--- src/rtl/br_amba_axi_outstanding_limiter_pkg.sv ---
// Shared AXI field widths for the outstanding limiter and its counter.
package br_amba_axi_outstanding_limiter_pkg;

  localparam int AxiBurstLenWidth  = 8;
  localparam int AxiBurstSizeWidth = 3;
  localparam int AxiBurstTypeWidth = 2;
  localparam int AxiProtWidth      = 3;
  localparam int AxiRespWidth      = 2;

endpackage

--- src/rtl/br_amba_axi_outstanding_counter.sv ---
// Saturating up/down transaction counter; flags a decrement seen while empty.
module br_amba_axi_outstanding_counter #(
  parameter int MaxCount = 4,
  localparam int CountWidth = $clog2(MaxCount + 1)
) (
  input  logic                  clk,
  input  logic                  rst_n,
  input  logic                  inc,
  input  logic                  dec,
  output logic [CountWidth-1:0] count,
  output logic                  full,
  output logic                  underflow
);

  logic [CountWidth-1:0] count_q;
  logic [CountWidth-1:0] count_d;

  assign full      = (count_q == CountWidth'(MaxCount));
  assign underflow = dec & (count_q == '0);
  assign count     = count_q;

  // Simultaneous inc and dec cancel; a dec at zero never wraps.
  always_comb begin
    count_d = count_q;
    if (inc && !dec && !full) begin
      count_d = count_q + CountWidth'(1);
    end else if (dec && !inc && (count_q != '0)) begin
      count_d = count_q - CountWidth'(1);
    end
  end

  always_ff @(posedge clk or negedge rst_n) begin
    if (!rst_n) begin
      count_q <= '0;
    end else begin
      count_q <= count_d;
    end
  end

endmodule

--- src/rtl/br_amba_axi_outstanding_limiter.sv ---
// AXI4 stage capping in-flight writes and reads by stalling AW/AR; W, B and R pass straight through.
// Optional sticky unexpected-response flag enabled by BR_AMBA_AXI_OUTSTANDING_LIMITER_ERR_EN.
module br_amba_axi_outstanding_limiter
  import br_amba_axi_outstanding_limiter_pkg::*;
#(
  parameter int AddrWidth           = 12,
  parameter int DataWidth           = 32,
  parameter int IdWidth             = 1,
  parameter int AWUserWidth         = 1,
  parameter int WUserWidth          = 1,
  parameter int ARUserWidth         = 1,
  parameter int BUserWidth          = 1,
  parameter int RUserWidth          = 1,
  parameter int MaxWriteOutstanding = 4,
  parameter int MaxReadOutstanding  = 4
) (
  input  logic                         clk,
  input  logic                         rst_n,

  input  logic [AddrWidth-1:0]         target_awaddr,
  input  logic [IdWidth-1:0]           target_awid,
  input  logic [AxiBurstLenWidth-1:0]  target_awlen,
  input  logic [AxiBurstSizeWidth-1:0] target_awsize,
  input  logic [AxiBurstTypeWidth-1:0] target_awburst,
  input  logic [AxiProtWidth-1:0]      target_awprot,
  input  logic [AWUserWidth-1:0]       target_awuser,
  input  logic                         target_awvalid,
  output logic                         target_awready,
  output logic [AddrWidth-1:0]         init_awaddr,
  output logic [IdWidth-1:0]           init_awid,
  output logic [AxiBurstLenWidth-1:0]  init_awlen,
  output logic [AxiBurstSizeWidth-1:0] init_awsize,
  output logic [AxiBurstTypeWidth-1:0] init_awburst,
  output logic [AxiProtWidth-1:0]      init_awprot,
  output logic [AWUserWidth-1:0]       init_awuser,
  output logic                         init_awvalid,
  input  logic                         init_awready,

  input  logic [DataWidth-1:0]         target_wdata,
  input  logic [DataWidth/8-1:0]       target_wstrb,
  input  logic [WUserWidth-1:0]        target_wuser,
  input  logic                         target_wlast,
  input  logic                         target_wvalid,
  output logic                         target_wready,
  output logic [DataWidth-1:0]         init_wdata,
  output logic [DataWidth/8-1:0]       init_wstrb,
  output logic [WUserWidth-1:0]        init_wuser,
  output logic                         init_wlast,
  output logic                         init_wvalid,
  input  logic                         init_wready,

  input  logic [IdWidth-1:0]           init_bid,
  input  logic [BUserWidth-1:0]        init_buser,
  input  logic [AxiRespWidth-1:0]      init_bresp,
  input  logic                         init_bvalid,
  output logic                         init_bready,
  output logic [IdWidth-1:0]           target_bid,
  output logic [BUserWidth-1:0]        target_buser,
  output logic [AxiRespWidth-1:0]      target_bresp,
  output logic                         target_bvalid,
  input  logic                         target_bready,

  input  logic [AddrWidth-1:0]         target_araddr,
  input  logic [IdWidth-1:0]           target_arid,
  input  logic [AxiBurstLenWidth-1:0]  target_arlen,
  input  logic [AxiBurstSizeWidth-1:0] target_arsize,
  input  logic [AxiBurstTypeWidth-1:0] target_arburst,
  input  logic [AxiProtWidth-1:0]      target_arprot,
  input  logic [ARUserWidth-1:0]       target_aruser,
  input  logic                         target_arvalid,
  output logic                         target_arready,
  output logic [AddrWidth-1:0]         init_araddr,
  output logic [IdWidth-1:0]           init_arid,
  output logic [AxiBurstLenWidth-1:0]  init_arlen,
  output logic [AxiBurstSizeWidth-1:0] init_arsize,
  output logic [AxiBurstTypeWidth-1:0] init_arburst,
  output logic [AxiProtWidth-1:0]      init_arprot,
  output logic [ARUserWidth-1:0]       init_aruser,
  output logic                         init_arvalid,
  input  logic                         init_arready,

  input  logic [IdWidth-1:0]           init_rid,
  input  logic [DataWidth-1:0]         init_rdata,
  input  logic [RUserWidth-1:0]        init_ruser,
  input  logic [AxiRespWidth-1:0]      init_rresp,
  input  logic                         init_rlast,
  input  logic                         init_rvalid,
  output logic                         init_rready,
  output logic [IdWidth-1:0]           target_rid,
  output logic [DataWidth-1:0]         target_rdata,
  output logic [RUserWidth-1:0]        target_ruser,
  output logic [AxiRespWidth-1:0]      target_rresp,
  output logic                         target_rlast,
  output logic                         target_rvalid,
  input  logic                         target_rready,

  output logic [$clog2(MaxWriteOutstanding+1)-1:0] wr_outstanding,
`ifdef BR_AMBA_AXI_OUTSTANDING_LIMITER_ERR_EN
  output logic                         err_unexpected_resp,
`endif
  output logic [$clog2(MaxReadOutstanding+1)-1:0]  rd_outstanding
);

  if (MaxWriteOutstanding < 1) begin : gen_chk_wr
    $error("MaxWriteOutstanding must be >= 1");
  end
  if (MaxReadOutstanding < 1) begin : gen_chk_rd
    $error("MaxReadOutstanding must be >= 1");
  end
  if (AddrWidth < 12) begin : gen_chk_addr
    $error("AddrWidth must be >= 12");
  end
  if (!(DataWidth == 32 || DataWidth == 64 || DataWidth == 128)) begin : gen_chk_data
    $error("DataWidth must be 32, 64 or 128");
  end

  logic wr_full, rd_full;
  logic wr_inc, wr_dec, rd_inc, rd_dec;

  assign init_awaddr  = target_awaddr;
  assign init_awid    = target_awid;
  assign init_awlen   = target_awlen;
  assign init_awsize  = target_awsize;
  assign init_awburst = target_awburst;
  assign init_awprot  = target_awprot;
  assign init_awuser  = target_awuser;
  assign init_awvalid   = target_awvalid & ~wr_full;
  assign target_awready = init_awready & ~wr_full;

  assign init_araddr  = target_araddr;
  assign init_arid    = target_arid;
  assign init_arlen   = target_arlen;
  assign init_arsize  = target_arsize;
  assign init_arburst = target_arburst;
  assign init_arprot  = target_arprot;
  assign init_aruser  = target_aruser;
  assign init_arvalid   = target_arvalid & ~rd_full;
  assign target_arready = init_arready & ~rd_full;

  assign init_wdata    = target_wdata;
  assign init_wstrb    = target_wstrb;
  assign init_wuser    = target_wuser;
  assign init_wlast    = target_wlast;
  assign init_wvalid   = target_wvalid;
  assign target_wready = init_wready;

  assign target_bid    = init_bid;
  assign target_buser  = init_buser;
  assign target_bresp  = init_bresp;
  assign target_bvalid = init_bvalid;
  assign init_bready   = target_bready;

  assign target_rid    = init_rid;
  assign target_rdata  = init_rdata;
  assign target_ruser  = init_ruser;
  assign target_rresp  = init_rresp;
  assign target_rlast  = init_rlast;
  assign target_rvalid = init_rvalid;
  assign init_rready   = target_rready;

  // Only the final R beat retires a read; every B retires a write.
  assign wr_inc = init_awvalid & init_awready;
  assign wr_dec = target_bvalid & target_bready;
  assign rd_inc = init_arvalid & init_arready;
  assign rd_dec = target_rvalid & target_rready & target_rlast;

`ifdef BR_AMBA_AXI_OUTSTANDING_LIMITER_ERR_EN
  logic wr_underflow, rd_underflow;
  logic err_q, err_d;

  assign err_d = err_q | wr_underflow | rd_underflow;
  assign err_unexpected_resp = err_q;

  always_ff @(posedge clk or negedge rst_n) begin
    if (!rst_n) begin
      err_q <= 1'b0;
    end else begin
      err_q <= err_d;
    end
  end
`endif

  br_amba_axi_outstanding_counter #(.MaxCount(MaxWriteOutstanding)) u_wr_counter (
    .clk       (clk),
    .rst_n     (rst_n),
    .inc       (wr_inc),
    .dec       (wr_dec),
    .count     (wr_outstanding),
    .full      (wr_full),
`ifdef BR_AMBA_AXI_OUTSTANDING_LIMITER_ERR_EN
    .underflow (wr_underflow)
`else
    .underflow ()
`endif
  );

  br_amba_axi_outstanding_counter #(.MaxCount(MaxReadOutstanding)) u_rd_counter (
    .clk       (clk),
    .rst_n     (rst_n),
    .inc       (rd_inc),
    .dec       (rd_dec),
    .count     (rd_outstanding),
    .full      (rd_full),
`ifdef BR_AMBA_AXI_OUTSTANDING_LIMITER_ERR_EN
    .underflow (rd_underflow)
`else
    .underflow ()
`endif
  );

endmodule

--- config.mk ---
export PLATFORM = sky130hd
export DESIGN_NAME = br_amba_axi_outstanding_limiter
export DESIGN_NICKNAME = d
export VERILOG_FILES = /design/src/rtl/br_amba_axi_outstanding_limiter_pkg.sv /design/src/rtl/br_amba_axi_outstanding_counter.sv /design/src/rtl/br_amba_axi_outstanding_limiter.sv
export SDC_FILE = /design/constraint.sdc
export NUM_CORES = 1
export LEC_CHECK = 0
export CELL_PAD_IN_SITES_DETAIL_PLACEMENT = 2
export CELL_PAD_IN_SITES_GLOBAL_PLACEMENT = 2
export CORE_ASPECT_RATIO = 1.2
export CORE_UTILIZATION = 10
export CTS_BUF_LIST = sky130_fd_sc_hd__clkbuf_8
export CTS_CLUSTER_DIAMETER = 200
export DETAILED_ROUTE_END_ITERATION = 16
export PLACE_DENSITY_LB_ADDON = 0.1
export SLEW_MARGIN = 0
export SYNTH_ARGS = -nofsm -noshare
export SYNTH_HDL_FRONTEND = slang
export SYNTH_SLANG_ARGS = --single-unit
export TNS_END_PERCENT = 30
--- constraint.sdc ---
create_clock -name clk -period 3.2 [get_ports clk]
set_input_delay 0.64 -clock clk [delete_from_list [all_inputs] [get_ports clk]]
set_output_delay 0.64 -clock clk [all_outputs]
set_load 0.01 [all_outputs]
## Word-level counts from Yosys, hierarchy flattened

Cells that the tools add are included.

| word-level totals | value |
|---|---|
| output and inout bits | 155 |
| register bits after elaboration | 6 |

| operators by class | value |
|---|---|
| equal/unequal tests | 2 |
| reductions and logical operators | 18 |
| muxes and demuxes | 4 |
| $add $sub $neg | 4 |
| bitwise operators | 11 |

Operators by type and width:

| kind | number |
|---|---|
| $mux W3 | 4 |
| $and A1 B1 Y1 | 9 |
| $logic_and A1 B1 Y1 | 8 |
| $add A3 B1 Y3 const B | 2 |
| $eq A3 B3 Y1 const B | 2 |
| $logic_not A1 Y1 | 6 |
| $reduce_bool A3 Y1 | 2 |
| $sub A3 B1 Y3 const B | 2 |
| $reduce_bool A2 Y1 | 2 |
| $not A1 Y1 | 2 |

## Depth between registers and ports, before layout

| logic depth | value |
|---|---|
| depth after elaboration | 9 |
| depth in mapped cells | 7 |
| gate-level depth less buffers | 7 |

## Hierarchy

Synthesis repeated with hierarchy kept, for this count alone.

| second synthesis, totals | value |
|---|---|
| cells, all modules | 202 |
| area total of the unflattened synthesis | 1620.3 um2 |

Modules (own cells, without submodules):

| module | cells an instance | seq. area each (um2) | instances | area an instance (um2) |
|---|---|---|---|---|
| br_amba_axi_outstanding_limiter | 153 | 0.0 | 1 | 1143.6 |
| br_amba_axi_outstanding_counter at u_rd_counter | 24 | 75.1 | 1 | 239.0 |
| br_amba_axi_outstanding_counter at u_wr_counter | 25 | 75.1 | 1 | 237.7 |

## Least setup slack after synthesis

No wires, ideal clock.

| timing | value |
|---|---|
| path kind | input-to-reg |
| from | input port target_awvalid |
| to | register u_wr_counter.count_q[2] (netlist: u_wr_counter.count[2]) |
| stages on the path | 7 |
| buffers on the path | 0 |
| data required time | 3106 ps |
| arrival time | 1890 ps |
| setup slack | 1216 ps |
| cells stage by stage | nand2_2 -> a21oi_1 -> nand2_1 -> fa_1 -> nor2b_1 -> a22o_1 -> a211oi_1 |

| between the ends | value |
|---|---|
| cells in the longest elaborated chain, start to end | 6 |
| elaborated cells between the ends (all ways) | 9 |
| classes of those cells | 1 x mux; 2 x bitwise; 6 x reduce/logical |

RTL lines:

| element | line | source |
|---|---|---|
| from (decl) | br_amba_axi_outstanding_limiter.sv:27 | `input logic target_awvalid,` |
| $and A1 B1 Y1 (*) | br_amba_axi_outstanding_limiter.sv:127 | `assign init_awvalid = target_awvalid & ~wr_full;` |
| $and A1 B1 Y1 (*) | br_amba_axi_outstanding_limiter.sv:162 | `assign wr_inc = init_awvalid & init_awready;` |
| $logic_not A1 Y1 | br_amba_axi_outstanding_counter.sv:27 | `end else if (dec && !inc && (count_q != '0)) begin` |
| $logic_and A1 B1 Y1 (2 in series) | br_amba_axi_outstanding_counter.sv:27 |  |
| $reduce_bool A2 Y1 (no source line) | - |  |
| to (signal assigned) | br_amba_axi_outstanding_counter.sv:36 | `count_q <= count_d;` |
| to (decl) | br_amba_axi_outstanding_counter.sv:15 | `logic [CountWidth-1:0] count_q;` |

Every way passes the cells marked *; elsewhere a longest branch is shown, timed or not.
A chain may end at the register's enable or synchronous reset.

## Final worst setup path

| timing | value |
|---|---|
| from | input port init_awready |
| to | output port target_awready |

| between the ends | value |
|---|---|
| cells in the longest elaborated chain, start to end | 1 |

RTL lines:

| element | line | source |
|---|---|---|
| from (decl) | br_amba_axi_outstanding_limiter.sv:37 | `input logic init_awready,` |
| $and A1 B1 Y1 | br_amba_axi_outstanding_limiter.sv:128 | `assign target_awready = init_awready & ~wr_full;` |
| to (decl) | br_amba_axi_outstanding_limiter.sv:28 | `output logic target_awready,` |

No other way between the ends.

==> results.md <==
| Parameter | This run | Unit |
|:---|:---|:---|
| Result of the run | finished clean | - |
| Part of the Yosys area used for sequential elements | 9.30 | % |
| Data arrival time of the worst path | 1830 | ps |
| ANT nets after route | 0 | - |
| Standard cell area after detailed placement | 0.00103 | sq mm |
| Critical path capture point type | primary output | - |
| Area of all placed cells without fillers | 0.00107 | sq mm |
| GRT Util Overall | 3.83 | % |
| Inserted Diodes | 0 | - |
| Cell internal pwr | 0.398 | mW |
| Most common cell after layout, fill and taps aside | sky130_fd_sc_hd__clkdlybuf4s50_1 | - |
| Clock network latency to the later pin of the worst-skew pair | 220 | ps |
| Max Slew Vio Count | 0 | - |
| Count of buffers added by post-CTS timing repair for setup | 0 | - |
| Mean routed wirelength per cell | 10.4 | um |
| Max Cap Viol | 0 | - |
| Starting utilization of the core area | 10.3 | % |
| Most common cell on crit path | sky130_fd_sc_hd__clkdlybuf4s50_1 | - |
| P&R area growth vs syn | -33.9 | % |
| H-tree Lvls | 1 | - |
| Clock tree from TritonCTS | built | - |
| Setup repair after global routing missed its margin | no | - |
| XOR/XNOR Fraction of Synth Area | 2.17 | % |
| Count of endpoints failing setup in the final report | 0 | - |
| Worst Setup Slack, final | 729 | ps |
| Post-synthesis mux area share | 0 | % |
| Top Family by Delay on Critical Path | buffers and inverters | - |
| Largest voltage drop on the vdd net | 0.113 | mV |
| Critical Setup Path Class | in -> out | - |
| First-pass iteration count of the detailed router | 4 | - |
| Worst hold slack | 583 | ps |
| Instance count of the mapped netlist | 206 | - |
| Post-synthesis compound-gate area fraction | 6.43 | % |
| Cell chosen for the clock root | sky130_fd_sc_hd__clkbuf_8 | - |
| Combinational share of power | 54.2 | % |
| Delay of the slowest cell on the worst path | 530 | ps |
| Number of vias per cell | 2.31 | - |
| CTS sink count | 6 | - |
| Sw frac | 43.5 | % |
| Type of element launching the critical path | primary input | - |
| Critical-path maximum fanout | 3 | - |
| Total global routing overflow | 0 | - |
| Final critical delay including setup and external delays | 2470 | ps |
| Yosys Warn Count | 0 | - |
| Simple-gate area share of the yosys netlist | 11.5 | % |
| Count of input and output buffers | 25 | - |
| Largest family of logic cells by synthesized area | buffers and inverters | - |
| Finished Layout Cells | 296 | - |
| Chain of cells forming the critical path | clkdlybuf4s50_1, and2_1, clkdlybuf4s50_1 | - |
| Pin count of the biggest net entering global routing | 11 | - |
| CTS buffer count | 3 | - |
| Setup tns final | 0 | ps |
| Hold bufs inserted after CTS | 0 | - |
| Standby leakage power | 0.310 | nW |
| Post-synthesis adder-cell area fraction | 2.48 | % |
| Iteration-0 DRC count of the detailed router | 18 | - |
| Overall routed net length | 3.07 | mm |
| Placeable core area | 0.0157 | sq mm |
| Synthesized flop and latch total | 6 | - |
| Share of the cycle needed by the critical path after routing | 77.2 | % |
| Nets | 243 | - |
| Worst-path clk slew | 40 | ps |
| Net count after synthesis | 359 | - |
| Mean instance size in the synthesized netlist | 7.84 | sq um |
| Number of global-route vias before repair | 859 | - |
| Tightest Pin Transition | 344 | ps |
| Commonest non-fill, non-tap cells in the layout | sky130_fd_sc_hd__clkdlybuf4s50_1 (25), sky130_fd_sc_hd__nand2_1 (13), sky130_fd_sc_hd__dfrtp_1 (6) | - |
| Post-synthesis cell area | 0.00162 | sq mm |
| Max-slew headroom at the worst pin | 77.0 | % |
| Achievable frequency | 0.405 | GHz |
| Antenna violations before repair | 0 | - |
| Vias after detailed routing | 684 | - |
| Die extent in x | 118 | um |
| Buffers and inverters on the worst path | 2 | - |
| Layout cell share with drive strength beyond 1 | 10.2 | % |
| Clock group share of total power | 16.6 | % |
| Type of the worst min-delay path | reg -> reg | - |
| Number of endpoints with negative hold slack in the final report | 0 | - |
| Number of library cell types mapped by synthesis | 29 | - |
| Post-cts repair resize count | 0 | - |
| Placed Cells | 293 | - |
| Final clock skew | 2.66 | ps |
| Max clock buf depth | 2 | - |
| Wire length of the first global-routing pass | 4.82 | mm |
| Cell Rows | 50 | - |
| Global placer's final weighted congestion | 0.628 | - |
| I/O Pins | 306 | - |
| Power density normalized to cell area | 661 | mW/mm^2 |
| Net switching power of the design | 0.307 | mW |
| DP Wirelength | 2.49 | mm |
| Worst-path cell with the longest stage delay | sky130_fd_sc_hd__clkdlybuf4s50_1 | - |
| Height of the die | 141 | um |
| Portion of total power attributed to sequential cells | 29.2 | % |
| Required @ worst endpoint | 2560 | ps |
| Area of the die | 0.0167 | sq mm |
| Post-placement worst setup slack | 492 | ps |
| Post-route DRC | 0 | - |
worst register-to-register path, cell delays in order (launching register included):
cell	delay, ps
sky130_fd_sc_hd__dfrtp_1	530
sky130_fd_sc_hd__nor2_1	110
sky130_fd_sc_hd__nand2_1	140
sky130_fd_sc_hd__nand2_1	80
sky130_fd_sc_hd__fa_1	430
sky130_fd_sc_hd__nor2b_1	160
sky130_fd_sc_hd__a22o_1	180
sky130_fd_sc_hd__a211oi_1	230
layer usage:
| layer | share of wire, % | GRT usage, % |
|---|---|---|
| met1 | 38 | 3.59 |
| met4 | 8.1 | 4.45 |
| met5 | 0 | 0 |
| met3 | 14 | 2.51 |
| met2 | 40 | 5.26 |
power groups by stage:
stage	Sequential, mW	Combinational, mW	Clock, mW
floorplan	0.195	0.362	0
global placement	0.214	0.384	0
finish	0.206	0.382	0.117
detailed placement	0.208	0.391	0
CTS	0.209	0.392	0.126
global route	0.220	0.426	0.127
cells in the mapped netlist (all sizes together):
cell,number,area (sq um)
nor3,1,10.0
o211ai,2,15.0
fa,2,40.0
and2,5,35.0
nor2,4,15.0
nand2b,1,6.26
o21ai,5,25.0
a22o,1,8.76
o221ai,1,8.76
a21oi,1,5.00
xor2,2,17.5
and4,1,8.76
a311oi,1,8.76
dfrtp,6,150
nor2b,1,6.26
nor4,2,12.5
nand3,2,22.5
a221oi,1,8.76
nand2,15,61.3
buf,146,1100
o2111ai,1,8.76
a211oi,2,15.0
xnor2,2,17.5
nand4b,1,8.76
cell type report:
type	count	area [sq um]
clock buffer	3	41.3
sequential	6	150
multi-input combinational	54	365
fill	1843	14600
timing repair buffer	25	250
tap	208	260
logic make-up (layout without fill, tap and decap cells):
logic type | Yosys count | count (layout)
fa+ha+maj | 2 | 2
xor+xnor | 4 | 4
flops | 6 | 6
simple gates | 33 | 33
compound gates | 15 | 15
buf+inv | 146 | 28
flip-flops by register name, indices dropped and copies added, names as in the netlist:
| name | count |
|---|---|
| u_rd_counter.count | 3 |
| u_wr_counter.count | 3 |
worst paths after layout:
check	from	endpoint	slack (ps)	cells after the start
setup reg to reg	u_wr_counter.count[0]$_DFFE_PN0P_	u_wr_counter.count[2]$_DFFE_PN0P_	1250	7
max in group asynchronous	rst_n	u_rd_counter.count[1]$_DFFE_PN0P_	2260	1
hold reg to reg	u_wr_counter.count[2]$_DFFE_PN0P_	u_wr_counter.count[2]$_DFFE_PN0P_	580	1
hold / removal	u_wr_counter.count[2]$_DFFE_PN0P_	u_wr_counter.count[2]$_DFFE_PN0P_	580	1
min in group asynchronous	rst_n	u_rd_counter.count[0]$_DFFE_PN0P_	690	1
setup / recovery	init_awready	target_awready	730	3
stage by stage:
| stage | power [mW] | util (%) |
|---|---|---|
| 2_1_floorplan | 0.557 | - |
| 3_3_place_gp | 0.599 | 6.53 |
| 3_5_place_dp | 0.599 | 6.53 |
| 4_1_cts | 0.727 | 6.80 |
| 5_1_grt | 0.773 | 6.80 |
| 6_report | 0.705 | 6.80 |
No activity file was read; power rests on OpenSTA's default activity.
